==> config.mk <==
export PLATFORM = sky130hd
export DESIGN_NAME = spi_reg_bridge
export DESIGN_NICKNAME = d
export VERILOG_FILES = /design/src/rtl/spi_reg_bridge_pkg.sv /design/src/rtl/spi_reg_bridge_sclk_sync.sv /design/src/rtl/spi_reg_bridge.sv
export SDC_FILE = /design/constraint.sdc
export NUM_CORES = 1
export LEC_CHECK = 0
export ABC_AREA = 1
export CAP_MARGIN = 20
export CORE_ASPECT_RATIO = 1.5
export CORE_MARGIN = 3
export CORE_UTILIZATION = 58
export CTS_CLUSTER_SIZE = 24
export DETAILED_ROUTE_END_ITERATION = 16
export PLACE_DENSITY = 0.95
export REMOVE_ABC_BUFFERS = 1
export SETUP_SLACK_MARGIN = 0.4
export SLEW_MARGIN = 15
export SYNTH_ARGS = -nofsm -noshare
export SYNTH_HDL_FRONTEND = slang
export SYNTH_SLANG_ARGS = --single-unit
==> constraint.sdc <==
create_clock -name clk -period 2.7 [get_ports clk]
set_input_delay 0.81 -clock clk [delete_from_list [all_inputs] [get_ports clk]]
set_output_delay 0.81 -clock clk [all_outputs]
set_load 0.02 [all_outputs]
==> src/rtl/spi_reg_bridge_pkg.sv <==
// spi_reg_bridge_pkg: shared FSM state encoding, mode bit positions and command field helper
package spi_reg_bridge_pkg;
    typedef enum logic [1:0] {ST_IDLE, ST_CMD, ST_WDATA, ST_RDATA} state_t;
    localparam int CPOL_BIT = 1;
    localparam int CPHA_BIT = 0;
    function automatic int rw_bit(input int bits_size);
        return bits_size - 1;
    endfunction
endpackage

==> src/rtl/spi_reg_bridge_sclk_sync.sv <==
// spi_reg_bridge_sclk_sync: synchronises SCLK/MOSI/ss into clk and derives mode-dependent edge strobes
//   clk, reset_n            system clock, async active-low reset
//   sclk, mosi, ss          raw SPI pins
//   sample_pulse            1-clk strobe on the SPI sample edge (only while synced ss low)
//   shift_pulse             1-clk strobe on the SPI shift edge (only while synced ss low)
//   ss_fall, ss_rise        1-clk strobes on synced ss transitions
//   mosi_s                  synchronised MOSI, aligned with the edge strobes
module spi_reg_bridge_sclk_sync
    import spi_reg_bridge_pkg::*;
#(
    parameter logic [1:0] mode = 2'b01
) (
    input  logic clk,
    input  logic reset_n,
    input  logic sclk,
    input  logic mosi,
    input  logic ss,
    output logic sample_pulse,
    output logic shift_pulse,
    output logic ss_fall,
    output logic ss_rise,
    output logic mosi_s
);
    logic [2:0] sclk_q;
    logic [2:0] ss_q;
    logic [1:0] mosi_q;
    logic rise, fall, lead, trail, active;
    always_ff @(posedge clk or negedge reset_n) begin
        if (!reset_n) begin
            sclk_q <= '0;
            ss_q   <= '0;
            mosi_q <= '0;
        end else begin
            sclk_q <= {sclk_q[1:0], sclk};
            ss_q   <= {ss_q[1:0], ss};
            mosi_q <= {mosi_q[0], mosi};
        end
    end
    // ss history resets low so a frame already running at reset release never produces a fall
    always_comb begin
        rise         = sclk_q[1] & ~sclk_q[2];
        fall         = ~sclk_q[1] & sclk_q[2];
        lead         = mode[CPOL_BIT] ? fall : rise;
        trail        = mode[CPOL_BIT] ? rise : fall;
        active       = ~ss_q[1];
        sample_pulse = active & (mode[CPHA_BIT] ? trail : lead);
        shift_pulse  = active & (mode[CPHA_BIT] ? lead : trail);
        ss_fall      = ~ss_q[1] & ss_q[2];
        ss_rise      = ss_q[1] & ~ss_q[2];
        mosi_s       = mosi_q[1];
    end
endmodule

==> src/rtl/spi_reg_bridge.sv <==
// spi_reg_bridge: SPI target that turns command/data frames into register-bus reads and writes
//   clk, reset_n            system clock, async active-low reset
//   SCLK, MOSI, ss          SPI pins from master (oversampled, ss active low)
//   MISO                    read data to master, MSB first, 0 outside read data
//   reg_addr                register address, auto-increments through a burst
//   reg_wr_en, reg_wr_data  1-clk write strobe with data
//   reg_rd_en, reg_rd_data  1-clk read strobe; data expected 1 clk later
//   busy                    frame in progress
module spi_reg_bridge
    import spi_reg_bridge_pkg::*;
#(
    parameter logic [1:0] mode      = 2'b01,
    parameter int         bits_size = 8
) (
    input  logic                 clk,
    input  logic                 reset_n,
    input  logic                 SCLK,
    input  logic                 MOSI,
    input  logic                 ss,
    output logic                 MISO,
    output logic [bits_size-2:0] reg_addr,
    output logic                 reg_wr_en,
    output logic [bits_size-1:0] reg_wr_data,
    output logic                 reg_rd_en,
    input  logic [bits_size-1:0] reg_rd_data,
    output logic                 busy
);
    localparam int CW = $clog2(bits_size);
    localparam int RW = rw_bit(bits_size);
    state_t state, state_next;
    logic sample_pulse, shift_pulse, ss_fall, ss_rise, mosi_s, last_bit, cap;
    logic [CW-1:0] bit_cnt;
    logic [bits_size-2:0] rx_sr, addr;
    logic [bits_size-1:0] tx_sr, word;

    spi_reg_bridge_sclk_sync #(.mode(mode)) u_sync (
        .clk(clk),
        .reset_n(reset_n),
        .sclk(SCLK),
        .mosi(MOSI),
        .ss(ss),
        .sample_pulse(sample_pulse),
        .shift_pulse(shift_pulse),
        .ss_fall(ss_fall),
        .ss_rise(ss_rise),
        .mosi_s(mosi_s)
    );

    assign reg_addr = addr;
    assign busy     = state != ST_IDLE;
    assign word     = {rx_sr, mosi_s};
    assign last_bit = bit_cnt == CW'(bits_size - 1);

    always_ff @(posedge clk or negedge reset_n) begin
        if (!reset_n) state <= ST_IDLE;
        else          state <= state_next;
    end

    always_comb begin
        state_next = state;
        if (ss_rise)
            state_next = ST_IDLE;
        else if (state == ST_IDLE && ss_fall)
            state_next = ST_CMD;
        else if (state == ST_CMD && sample_pulse && last_bit)
            state_next = word[RW] ? ST_RDATA : ST_WDATA;
    end

    // cap marks the clk where reg_rd_data answers the previous reg_rd_en
    always_ff @(posedge clk or negedge reset_n) begin
        if (!reset_n) begin
            bit_cnt     <= '0;
            rx_sr       <= '0;
            tx_sr       <= '0;
            addr        <= '0;
            cap         <= 1'b0;
            reg_wr_en   <= 1'b0;
            reg_wr_data <= '0;
            reg_rd_en   <= 1'b0;
            MISO        <= 1'b0;
        end else begin
            reg_wr_en <= 1'b0;
            reg_rd_en <= 1'b0;
            cap       <= reg_rd_en;
            if (reg_wr_en) addr <= addr + 1'b1;
            if (ss_rise || ss_fall) begin
                bit_cnt <= '0;
            end else if (sample_pulse && state != ST_IDLE) begin
                bit_cnt <= last_bit ? '0 : bit_cnt + 1'b1;
                if (state != ST_RDATA) rx_sr <= word[bits_size-2:0];
                if (last_bit && state == ST_CMD) begin
                    addr      <= word[bits_size-2:0];
                    reg_rd_en <= word[RW];
                end
                if (last_bit && state == ST_WDATA) begin
                    reg_wr_en   <= 1'b1;
                    reg_wr_data <= word;
                end
                if (last_bit && state == ST_RDATA) begin
                    addr      <= addr + 1'b1;
                    reg_rd_en <= 1'b1;
                end
            end
            // the load always lands several clks before the next shift edge at SCLK >= clk/16
            if (cap)
                tx_sr <= reg_rd_data;
            else if (shift_pulse && state == ST_RDATA)
                tx_sr <= {tx_sr[bits_size-2:0], 1'b0};
            MISO <= (ss_rise || ss_fall || state == ST_IDLE) ? 1'b0 :
                    shift_pulse ? (state == ST_RDATA && tx_sr[bits_size-1]) : MISO;
        end
    end
endmodule

==> flow_metrics.tcl <==
set metrics [dict create \
    hold_viol 0 \
    outcome "finished, final reports clean" \
    r2r-start "bit_cnt[0]" \
    end_kind "primary output" \
    fillers 260 \
    ir_worst_vdd_v 0.000551 \
    regArea_mm2 0.00118 \
    io_pins 32 \
    ys_seq_area_frac 0.524 \
    syn2layout_area_growth_pct 19.4 \
    period_share 0.827 \
    die_h_um 82.2 \
    min_from "u_sync.sclk_q[0]" \
    yosysWarnings 0 \
    grt_max_degree 48 \
    cts_tree "done" \
    clk_latency_ns 0.30 \
    crit_fanout 7 \
    path_class "register to primary output" \
    antenna_found_initial 0 \
    die_w_um 56.8 \
    cts_buffer_depth 2 \
    rrSetupSlack_ns 1.00 \
    syn_inst 250 \
    cts.sinks 47 \
    wl_mm 4.48 \
    start_util 0.610 \
    nNetsFinal 302 \
    whs_path_depth 0 \
    leakagePower_uw 0.00129 \
    yosysTopAreaCell "dfrtp_1" \
    drcViolationCount 0 \
    preCtsSetupSlack_ns 0.659 \
    grt_pass1_wl_mm 7.69 \
    fmax_ghz 0.448 \
    min_period_ns 2.23 \
    drt-vias-per-instance 5.50 \
    synth_top_area_frac 0.524 \
    rows 27 \
    path_delay_family "buffers and inverters" \
    cp_slowest_stage_delay_ns 0.65 \
    finClkSkew_ns 0.00500 \
    slew_violations 0 \
    finalSetupViolCount 0 \
    critPathBufInv 1 \
    coreArea_mm2 0.00368 \
    grt_overflow 0 \
    cp.arrival_ns 1.42 \
    port_buffers 31 \
    drtIter0Drc 105 \
    avgRoutedWirePerCell_um 13.7 \
    cts-root-buf "clkbuf_8" \
    grt_pass1_vias 1726 \
    hold_end "u_sync.sclk_q[1]" \
    final_antenna_net_count 0 \
    num_vias 1805 \
    rsz0062_at_grt "no" \
    start_kind "register" \
    cts-buffers-inserted 5 \
    cp.required_ns 1.89 \
    slew_headroom 0.770 \
    yosysUniqueCellTypes 28 \
    n_antenna_cell 0 \
    crit_slowest_cell "clkdlybuf4s50_1" \
    timing.final.ws_setup_ns 0.466 \
    avgSynthCellArea_um2 8.98 \
    r2r-end "reg_addr[0]" \
    syn_area_mm2 0.00225 \
    maxCapViolations 0 \
    dp_hpwl_mm 3.25 \
    ys_ff_latch 47 \
    clk_pin_slew_worst_paths_ns 0.09 \
    cts_max_level 2 \
    hold_path_class "register to register" \
    worst_slew_pin_slew_ns 0.345 \
    power_density_mw_per_mm2 488 \
    die_area_mm2 0.00467 \
    drtPass1Iterations 4 \
    multi_input_comb_area_um2 913 \
    fin_setup_tns_ns 0 \
    grtUsageTotal 0.216 \
    r2r_cells 9 \
    cp_cell_sequence "clkdlybuf4s50_1" \
    place_congestion 0.820 \
    synth_area_leaders "dfrtp_1, nand2_1, o21ai_2" \
    cts_setup_buffers 0 \
    drive_gt1_frac 0.130 \
]
power breakdown:
group          internal (uW)  leakage (uW)  switching, uW
logic                   50.2      0.000642           69.4
clock network            210     0.0000484            238
registers                722      0.000597           18.5
total                    982       0.00129            326
layout by cell type, fill, tap and decap left out, drive strengths merged:
cell	netlist	final
nor3	1	1
a22o	1	1
o31ai	1	1
ha	5	5
nand2	81	81
clkdlybuf4s50	0	28
a21oi	7	7
buf	3	2
xor2	2	2
o22ai	2	2
xnor2	1	1
o211ai	4	4
clkbuf	2	7
a22oi	1	1
nor2	12	12
dfrtp	47	47
nand3	24	24
nand4	1	1
dlygate4sd2	0	1
o21ai	24	24
dlymetal6s2s	0	1
a21boi	1	1
inv	30	30
clkinv	0	1
cell type report:
cell class              instances  area share
flip-flops and latches         47       0.439
multi-input cells             168       0.341
repair buffers                 32       0.122
inverters                      30      0.0429
clock buffers                   7      0.0322
well taps                      43      0.0201
clock inverters                 1     0.00327
kinds of logic after synthesis:
group	count (synthesis)	synth area share
XOR/XNOR	3	0.0117
AND/OR/NAND/NOR	119	0.240
buffers and inverters	35	0.0696
AO/OA/AOI/OAI	41	0.127
flip-flops	47	0.524
adder cells (fa/ha/maj)	5	0.0279
how the worst max path moves through the flow:
stage | end | startpoint | depth (start not counted) | slack [ns]
final | reg_addr[2] | reg_addr[2] | 1 | 0.47
after detailed placement | busy | state[1] | 3 | 0.66
after global placement | busy | state[1] | 3 | 0.68
after global routing | reg_addr[2] | reg_addr[2] | 1 | 0.40
after CTS | reg_addr[0] | reg_addr[0] | 1 | 0.45
after floorplan | reg_wr_data[0] | u_sync.ss_q[1] | 7 | 1.20
stage by stage:
stage	hold WS [ns]	power [uW]	instance area (um2)	utilization	instances
2_1_floorplan	0.331	813	2200	-	245
3_3_place_gp	0.334	870	2580	0.702	320
3_5_place_dp	0.337	875	2580	0.702	320
4_1_cts	0.357	1310	2680	0.727	328
5_1_grt	0.365	1360	2680	0.728	328
6_report	0.353	1310	2680	0.728	328
routing by layer:
| layer | track usage | vias to the layer above | wire [um] |
|---|---|---|---|
| met5 | 0 | - | 0 |
| met4 | 0.0905 | 0 | 75 |
| met3 | 0.0544 | 8 | 185 |
| met2 | 0.376 | 49 | 2410 |
| met1 | 0.254 | 874 | 1820 |
| li1 | - | 874 | - |
sequential cells by signal (all words and copies together), names as in the netlist, 3 cells and up:
register	cells
reg_wr_data	8
tx_sr	8
bit_cnt	3
u_sync.sclk_q	3
u_sync.ss_q	3
rx_sr	7
reg_addr	7
synthesized netlist by cell type:
library cell and number:
a21boi_0 1, a21oi_1 7, a22o_1 1, a22oi_1 1
buf_6 3, clkbuf_1 2, dfrtp_1 47, ha_1 5
inv_1 28, inv_2 1, inv_4 1, nand2_1 78
nand2_2 1, nand2_4 2, nand3_1 23, nand3_4 1
nand4_1 1, nor2_1 7, nor2_2 4, nor2_4 1
nor3_4 1, o211ai_1 4, o21ai_0 9, o21ai_2 15
o22ai_1 2, o31ai_1 1, xnor2_1 1, xor2_1 2
what timing repair did:
action / CTS / global route
resized for setup: 2 / 1
endpoints found under the setup margin: 2 / 1
hold buffers: 0 / 0
Note: power is estimated with default switching activity, not from simulation.
